<file path="config.mk">
export PLATFORM = sky130hd
export DESIGN_NAME = line_buff_ctrl_flat
export DESIGN_NICKNAME = d
export VERILOG_FILES = /design/src/rtl/line_buff_ctrl_if.sv /design/src/rtl/line_buff_ctrl.sv /design/src/flat_wrapper.sv
export SDC_FILE = /design/constraint.sdc
export NUM_CORES = 1
export LEC_CHECK = 0
export ABC_AREA = 1
export ABC_CLOCK_PERIOD_IN_PS = 3300
export BUFFER_PORTS_ARGS = -buffer_cell sky130_fd_sc_hd__buf_2
export CAP_MARGIN = 10
export CORE_MARGIN = 3
export CORE_UTILIZATION = 53
export DETAILED_ROUTE_END_ITERATION = 16
export PLACE_DENSITY = 0.88
export SKIP_CTS_REPAIR_TIMING = 1
export SLEW_MARGIN = 10
export SYNTH_ARGS = -nofsm -noshare
export SYNTH_HDL_FRONTEND = slang
export SYNTH_SLANG_ARGS = --single-unit
</file>
<file path="constraint.sdc">
create_clock -name clk -period 3.3 [get_ports clk]
set_input_delay 0.99 -clock clk [delete_from_list [all_inputs] [get_ports clk]]
set_output_delay 0.99 -clock clk [all_outputs]
set_load 0.01 [all_outputs]
</file>
<file path="src/rtl/line_buff_ctrl_if.sv">
// +----------------------------------------------------------------------------+
// | Module   : line_buff_ctrl_if                                               |
// | Brief    : Pixel-in, line-buffer and column-out bus for line_buff_ctrl.    |
// | Revision : 1.0 - initial release                                           |
// +----------------------------------------------------------------------------+
`default_nettype none

interface line_buff_ctrl_if #(
    parameter int ADDR_W = 11
);
    logic              in_valid;
    logic              in_sof;
    logic [7:0]        in_data;

    logic [ADDR_W-1:0] lb_addr;
    logic [2:0]        lb_we;
    logic [7:0]        lb_wdata;
    logic [7:0]        lb_rdata0;
    logic [7:0]        lb_rdata1;
    logic [7:0]        lb_rdata2;

    logic              out_valid;
    logic [7:0]        out_top;
    logic [7:0]        out_mid;
    logic [7:0]        out_bot;
    logic [ADDR_W-1:0] out_x;
    logic [10:0]       out_y;
    logic              frame_done;

    // Controller view
    modport master (
        input  in_valid, in_sof, in_data,
        input  lb_rdata0, lb_rdata1, lb_rdata2,
        output lb_addr, lb_we, lb_wdata,
        output out_valid, out_top, out_mid, out_bot, out_x, out_y, frame_done
    );

    // Environment view: pixel source, line buffers and filter stage
    modport slave (
        output in_valid, in_sof, in_data,
        output lb_rdata0, lb_rdata1, lb_rdata2,
        input  lb_addr, lb_we, lb_wdata,
        input  out_valid, out_top, out_mid, out_bot, out_x, out_y, frame_done
    );
endinterface

`default_nettype wire

</file>
<file path="src/rtl/line_buff_ctrl.sv">
// +----------------------------------------------------------------------------+
// | Module   : line_buff_ctrl                                                  |
// | Brief    : Three-line-buffer ring sequencer producing 3-pixel columns.     |
// |            Option macro: LINE_BUFF_CTRL_BORDER_REPLICATE_EN (edge rows).   |
// | Revision : 1.0 - initial release                                           |
// +----------------------------------------------------------------------------+
`default_nettype none

module line_buff_ctrl #(
    parameter int IMG_WIDTH  = 1600,
    parameter int IMG_HEIGHT = 1200,
    parameter int ADDR_W     = 11
) (
    input  wire logic       clk,
    input  wire logic       rst_n,
    line_buff_ctrl_if.master bus
);
    typedef enum logic [1:0] {
        ST_IDLE = 2'd0,
        ST_FILL = 2'd1,
        ST_RUN  = 2'd2
    } state_t;

    localparam logic [ADDR_W-1:0] c_x_last = ADDR_W'(IMG_WIDTH - 1);
    localparam logic [10:0]       c_y_last = 11'(IMG_HEIGHT - 1);

    function automatic logic [1:0] rot(input logic [1:0] s);
        return (s == 2'd2) ? 2'd0 : s + 2'd1;
    endfunction

    function automatic logic [7:0] pick(input logic [1:0] s, input logic [7:0] d0,
                                        input logic [7:0] d1, input logic [7:0] d2);
        case (s)
            2'd0:    return d0;
            2'd1:    return d1;
            default: return d2;
        endcase
    endfunction

    state_t            r_state;
    state_t            w_state_nxt;
    logic [ADDR_W-1:0] r_x;
    logic [10:0]       r_y;
    logic [1:0]        r_wr_sel;

    logic [ADDR_W-1:0] w_cur_x;
    logic [10:0]       w_cur_y;
    logic [1:0]        w_cur_sel;
    logic              w_accept;
    logic              w_eol;
    logic              w_last;
    logic              w_emit;
    logic [ADDR_W-1:0] w_x_nxt;
    logic [10:0]       w_y_nxt;
    logic [1:0]        w_sel_nxt;

    logic              r_p_valid;
    logic [1:0]        r_p_sel;
    logic              r_frame_done;
    logic [7:0]        r_out_bot;
    logic [ADDR_W-1:0] r_out_x;
    logic [10:0]       r_out_y;
    logic [7:0]        r_hold_top;
    logic [7:0]        r_hold_mid;
    logic [7:0]        w_top_rd;
    logic [7:0]        w_mid_rd;
`ifdef LINE_BUFF_CTRL_BORDER_REPLICATE_EN
    logic              r_p_row0;
    logic              r_p_row1;
`endif

    // in_sof overrides the position so the restarting pixel lands at (0,0) in buffer 0
    always_comb begin
        w_cur_x   = bus.in_sof ? '0    : r_x;
        w_cur_y   = bus.in_sof ? '0    : r_y;
        w_cur_sel = bus.in_sof ? 2'd0  : r_wr_sel;
        w_accept  = rst_n && bus.in_valid && (bus.in_sof || (r_state != ST_IDLE));
        w_eol     = (w_cur_x == c_x_last);
        w_last    = w_eol && (w_cur_y == c_y_last);
`ifdef LINE_BUFF_CTRL_BORDER_REPLICATE_EN
        w_emit    = w_accept;
`else
        w_emit    = w_accept && (w_cur_y >= 11'd2);
`endif
        bus.lb_addr  = w_cur_x;
        bus.lb_wdata = bus.in_data;
        bus.lb_we    = w_accept ? (3'b001 << w_cur_sel) : 3'b000;
    end

    always_comb begin
        w_state_nxt = r_state;
        w_x_nxt     = r_x;
        w_y_nxt     = r_y;
        w_sel_nxt   = r_wr_sel;
        if (w_accept) begin
            if (w_last) begin
                w_state_nxt = ST_IDLE;
                w_x_nxt     = '0;
                w_y_nxt     = '0;
                w_sel_nxt   = 2'd0;
            end else if (w_eol) begin
                w_x_nxt     = '0;
                w_y_nxt     = w_cur_y + 11'd1;
                w_sel_nxt   = rot(w_cur_sel);
                w_state_nxt = (w_cur_y >= 11'd1) ? ST_RUN : ST_FILL;
            end else begin
                w_x_nxt     = w_cur_x + 1'b1;
                w_y_nxt     = w_cur_y;
                w_sel_nxt   = w_cur_sel;
                w_state_nxt = bus.in_sof ? ST_FILL : r_state;
            end
        end
    end

    always_ff @(posedge clk) begin
        if (!rst_n) begin
            r_state      <= ST_IDLE;
            r_x          <= '0;
            r_y          <= '0;
            r_wr_sel     <= 2'd0;
            r_p_valid    <= 1'b0;
            r_p_sel      <= 2'd0;
            r_frame_done <= 1'b0;
            r_out_bot    <= '0;
            r_out_x      <= '0;
            r_out_y      <= '0;
            r_hold_top   <= '0;
            r_hold_mid   <= '0;
`ifdef LINE_BUFF_CTRL_BORDER_REPLICATE_EN
            r_p_row0     <= 1'b0;
            r_p_row1     <= 1'b0;
`endif
        end else begin
            r_state      <= w_state_nxt;
            r_x          <= w_x_nxt;
            r_y          <= w_y_nxt;
            r_wr_sel     <= w_sel_nxt;
            r_p_valid    <= w_emit;
            r_frame_done <= w_emit && w_last;
            if (w_emit) begin
                r_p_sel   <= w_cur_sel;
                r_out_bot <= bus.in_data;
                r_out_x   <= w_cur_x;
                r_out_y   <= w_cur_y;
`ifdef LINE_BUFF_CTRL_BORDER_REPLICATE_EN
                r_p_row0  <= (w_cur_y == 11'd0);
                r_p_row1  <= (w_cur_y == 11'd1);
`endif
            end
            // Read data is only valid for one cycle; keep a copy for the hold phase
            if (r_p_valid) begin
                r_hold_top <= w_top_rd;
                r_hold_mid <= w_mid_rd;
            end
        end
    end

    // Row y-1 sits in buffer (w+2)%3, row y-2 in buffer (w+1)%3
    always_comb begin
        w_mid_rd = pick(rot(rot(r_p_sel)), bus.lb_rdata0, bus.lb_rdata1, bus.lb_rdata2);
        w_top_rd = pick(rot(r_p_sel), bus.lb_rdata0, bus.lb_rdata1, bus.lb_rdata2);
`ifdef LINE_BUFF_CTRL_BORDER_REPLICATE_EN
        if (r_p_row0) begin
            w_mid_rd = r_out_bot;
            w_top_rd = r_out_bot;
        end else if (r_p_row1) begin
            w_top_rd = w_mid_rd;
        end
`endif
    end

    always_comb begin
        bus.out_valid  = r_p_valid;
        bus.out_top    = r_p_valid ? w_top_rd : r_hold_top;
        bus.out_mid    = r_p_valid ? w_mid_rd : r_hold_mid;
        bus.out_bot    = r_out_bot;
        bus.out_x      = r_out_x;
        bus.out_y      = r_out_y;
        bus.frame_done = r_frame_done;
    end

endmodule

`default_nettype wire

</file>
<file path="src/flat_wrapper.sv">
// flat-port wrapper written by rule: the top's interface ports become plain ports
module line_buff_ctrl_flat 
#(
    parameter int IMG_WIDTH  = 1600,
    parameter int IMG_HEIGHT = 1200,
    parameter int ADDR_W     = 11
)
  (clk, rst_n, bus_in_valid, bus_in_sof, bus_in_data, bus_lb_rdata0, bus_lb_rdata1, bus_lb_rdata2, bus_lb_addr, bus_lb_we, bus_lb_wdata, bus_out_valid, bus_out_top, bus_out_mid, bus_out_bot, bus_out_x, bus_out_y, bus_frame_done);
  line_buff_ctrl_if #(.ADDR_W(ADDR_W)) bus_i ();
  input  wire logic clk;
  input  wire logic rst_n;
  input wire logic [$bits(bus_i.in_valid)-1:0] bus_in_valid;
  input wire logic [$bits(bus_i.in_sof)-1:0] bus_in_sof;
  input wire logic [$bits(bus_i.in_data)-1:0] bus_in_data;
  input wire logic [$bits(bus_i.lb_rdata0)-1:0] bus_lb_rdata0;
  input wire logic [$bits(bus_i.lb_rdata1)-1:0] bus_lb_rdata1;
  input wire logic [$bits(bus_i.lb_rdata2)-1:0] bus_lb_rdata2;
  output wire logic [$bits(bus_i.lb_addr)-1:0] bus_lb_addr;
  output wire logic [$bits(bus_i.lb_we)-1:0] bus_lb_we;
  output wire logic [$bits(bus_i.lb_wdata)-1:0] bus_lb_wdata;
  output wire logic [$bits(bus_i.out_valid)-1:0] bus_out_valid;
  output wire logic [$bits(bus_i.out_top)-1:0] bus_out_top;
  output wire logic [$bits(bus_i.out_mid)-1:0] bus_out_mid;
  output wire logic [$bits(bus_i.out_bot)-1:0] bus_out_bot;
  output wire logic [$bits(bus_i.out_x)-1:0] bus_out_x;
  output wire logic [$bits(bus_i.out_y)-1:0] bus_out_y;
  output wire logic [$bits(bus_i.frame_done)-1:0] bus_frame_done;
  assign bus_i.in_valid = bus_in_valid;
  assign bus_i.in_sof = bus_in_sof;
  assign bus_i.in_data = bus_in_data;
  assign bus_i.lb_rdata0 = bus_lb_rdata0;
  assign bus_i.lb_rdata1 = bus_lb_rdata1;
  assign bus_i.lb_rdata2 = bus_lb_rdata2;
  assign bus_lb_addr = bus_i.lb_addr;
  assign bus_lb_we = bus_i.lb_we;
  assign bus_lb_wdata = bus_i.lb_wdata;
  assign bus_out_valid = bus_i.out_valid;
  assign bus_out_top = bus_i.out_top;
  assign bus_out_mid = bus_i.out_mid;
  assign bus_out_bot = bus_i.out_bot;
  assign bus_out_x = bus_i.out_x;
  assign bus_out_y = bus_i.out_y;
  assign bus_frame_done = bus_i.frame_done;
  line_buff_ctrl #(.IMG_WIDTH(IMG_WIDTH), .IMG_HEIGHT(IMG_HEIGHT), .ADDR_W(ADDR_W)) u_core (.clk(clk), .rst_n(rst_n), .bus(bus_i));
endmodule
</file>
==> key figures <==
Synth
  • Top FF cell, synth: dfxtp_1
  • Post-synthesis sequential area ratio: 0.392
  • Commonest cells post-synth: nand2_1 (168), nor2_1 (90), dfxtp_1 (76)
  • Post-synth ARST share: 0
  • Net count after synthesis: 636
  • Distinct cells, synth: 29
  • Cell Area, Synth: 0.00389 mm^2
  • Synth warn: 0
  • Flip-flop and latch count after synthesis: 76
  • Post-Syn Instances: 596
  • Yosys top cell by area: dfxtp_1
  • EDFF count, synth: 0
  • Top cell type's share of synthesized area: 0.392
  • Top cells by area, synth: dfxtp_1 (39%), nand2_1 (16%), nor2_1 (8.7%)
  • Count leader, synth: nand2_1
  • Mean Syn Cell Area: 6.52 um^2

Placement
  • Final Wtd Congestion: 0.926
  • Pre-CTS setup slack: 0.263 ns
  • Port bufs: 105
  • DP Wirelength: 7580 um
  • Placement Cell Area: 0.00441 mm^2

Detailed routing
  • Drt drc: 0
  • Vias: 4,156
  • WL/cell: 13.5 um
  • Final wirelength: 10,500 um
  • Iter 0 DRT Violations: 383
  • Pre-antenna DRT Iters: 5
  • Number of vias per cell: 5.30
  • Final ANT Viol Nets: 0

GRT
  • GRT Overall Usage: 0.248
  • Initial antenna violation count: 0
  • Vias in the first global route: 3,598
  • GRT overflow: 0
  • Largest net degree at the start of global routing: 41
  • First-pass GRT wire length: 17,100 um

Cells and area
  • Layout net count: 725
  • Post-route cell area: 0.00462 mm^2
  • N_diodes: 0
  • Layout cells sized above 1: 0.215
  • P&R area growth vs syn: 18.9%

Setup path
  • CP startpoint kind: input pin
  • Critical Path RT: 2.31 ns
  • Crit Path Max Fanout: 13
  • Worst setup path category: in -> out
  • Worst Path Arrival: 2.06 ns
  • Nature of the critical path endpoint: primary output

Power and ir drop
  • Power, Total: 1.76 mW
  • Max VDD drop: 330 uV
  • Lkg Pwr: 2.24 nW
  • Pwr dens: 382 mW/mm^2

CTS
  • Total CTS buffers: 9
  • CTS tree: yes
  • Clock buffer depth: 2
  • Clk Latency, worst-skew pair: 0.35 ns
  • CTS clk-pin slew, worst paths: 0.08 ns
  • CTS root buffer: clkbuf_8
  • CTS Sinks: 76
  • H-tree depth: 3

STA
  • Relative slew slack: 0.603
  • Fin. max-slew vios: 0
  • Final setup margin: 0.246 ns
  • Skew final: 0.00978 ns
  • Worst Tran Pin Value: 0.595 ns
  • Fmax: 327 MHz
  • Setup TNS: 0 ns
  • Tmin final: 3.05 ns
  • Final worst path period share: 0.925
  • RSZ-0062 raised after global routing: false
  • Final hold vios: 0
  • Setup violators final: 0

Floorplan
  • Die W: 91.6 um
  • Starting density of the core: 0.560
  • Height of the die: 91.6 um
  • Core region area: 0.00694 mm^2
  • Boundary Pins: 106
  • Die ar.: 0.00840 mm^2
  • Row count: 30

Outcome
  • Status: complete, no violations

Worst hold path
  • HP Class: reg -> reg

Flow run
  • Max_cap viols: 0
==> registers in the layout, summed over array words and instances, names as in the netlist, 2 cells and up <==
signal	flops
u_core.r_hold_mid	8
u_core.r_wr_sel	2
u_core.bus.out_bot	8
u_core.r_hold_top	8
u_core.bus.out_x	11
u_core.r_state	2
u_core.r_x	11
u_core.bus.out_y	11
u_core.r_p_sel	2
u_core.r_y	11
==> metrics by stage <==
step	cells	hold WS, ns	utilization
CTS	784	0.466	0.665
detailed placement	770	0.454	0.635
global placement	770	0.449	0.635
floorplan	596	0.444	-
finish	784	0.462	0.665
global route	784	0.487	0.665
==> path summary, 6_finish.rpt <==
path,from,to,slack [ns],depth (start not counted)
max reg2reg,u_core.r_x[1],u_core.r_state[0],1.10,11
min,u_core.bus.out_x[6],u_core.bus.out_x[6],0.46,2
max,bus_in_sof,bus_lb_we[2],0.25,6
min reg2reg,u_core.bus.out_x[6],u_core.bus.out_x[6],0.46,2
==> layout make-up <==
class | count | area (um^2)
multi-input combinational | 424 | 1940
sequential | 76 | 1520
clock inverter | 5 | 78.8
fill | 644 | 2320
timing repair buffer | 115 | 613
inverter | 59 | 221
tap | 96 | 120
clock buffer | 9 | 124
==> cells in the final DEF, fill, tap and decap left out, types with 2 or more instances in the layout <==
cell type    n
dfxtp_1     76
inv_1       55
o21ai_1      2
nand2_1    168
clkbuf_8     9
nor3_1       8
nor2_4       2
clkinv_2     2
nand3_1     31
bufinv_16    2
inv_2        4
nor2_1      88
nand2_2      4
buf_4        9
o2111ai_1    4
buf_2      105
nor2_2       6
ha_1         4
xor2_1       3
nand4_1     12
a22oi_1      6
o21ai_0     40
a21oi_1     40
==> cells by family (layout without fill, tap and decap cells) <==
kind of cell / after synthesis / after routing / synth area share
AO/OA/AOI/OAI: 94 / 94 / 0.133
XOR/XNOR: 4 / 4 / 0.00902
adder cells (fa/ha/maj): 4 / 4 / 0.0129
buffers and inverters: 96 / 188 / 0.110
flip-flops: 76 / 76 / 0.392
AND/OR/NAND/NOR: 322 / 322 / 0.343
==> worst max-delay path, stage by stage <==
cell	delay (ns)
buf_2	0.23
inv_2	0.16
a31oi_4	0.22
inv_2	0.13
nor4_1	0.16
buf_2	0.17
==> power breakdown <==
group          switching (mW)  internal (mW)  total [mW]
Combinational          0.0609         0.0352      0.0962
Clock                   0.334          0.416       0.750
Sequential           0.000569          0.917       0.918
Total                   0.396           1.37        1.76
==> per-layer routing <==
metal,part of all wire,vias up,GRT usage
met5,0,-,0
met2,0.46,216,0.406
li1,-,2065,-
met1,0.43,1858,0.333
met3,0.096,17,0.0550
met4,0.014,0,0.0565
Power figures use the tool's default switching activity.
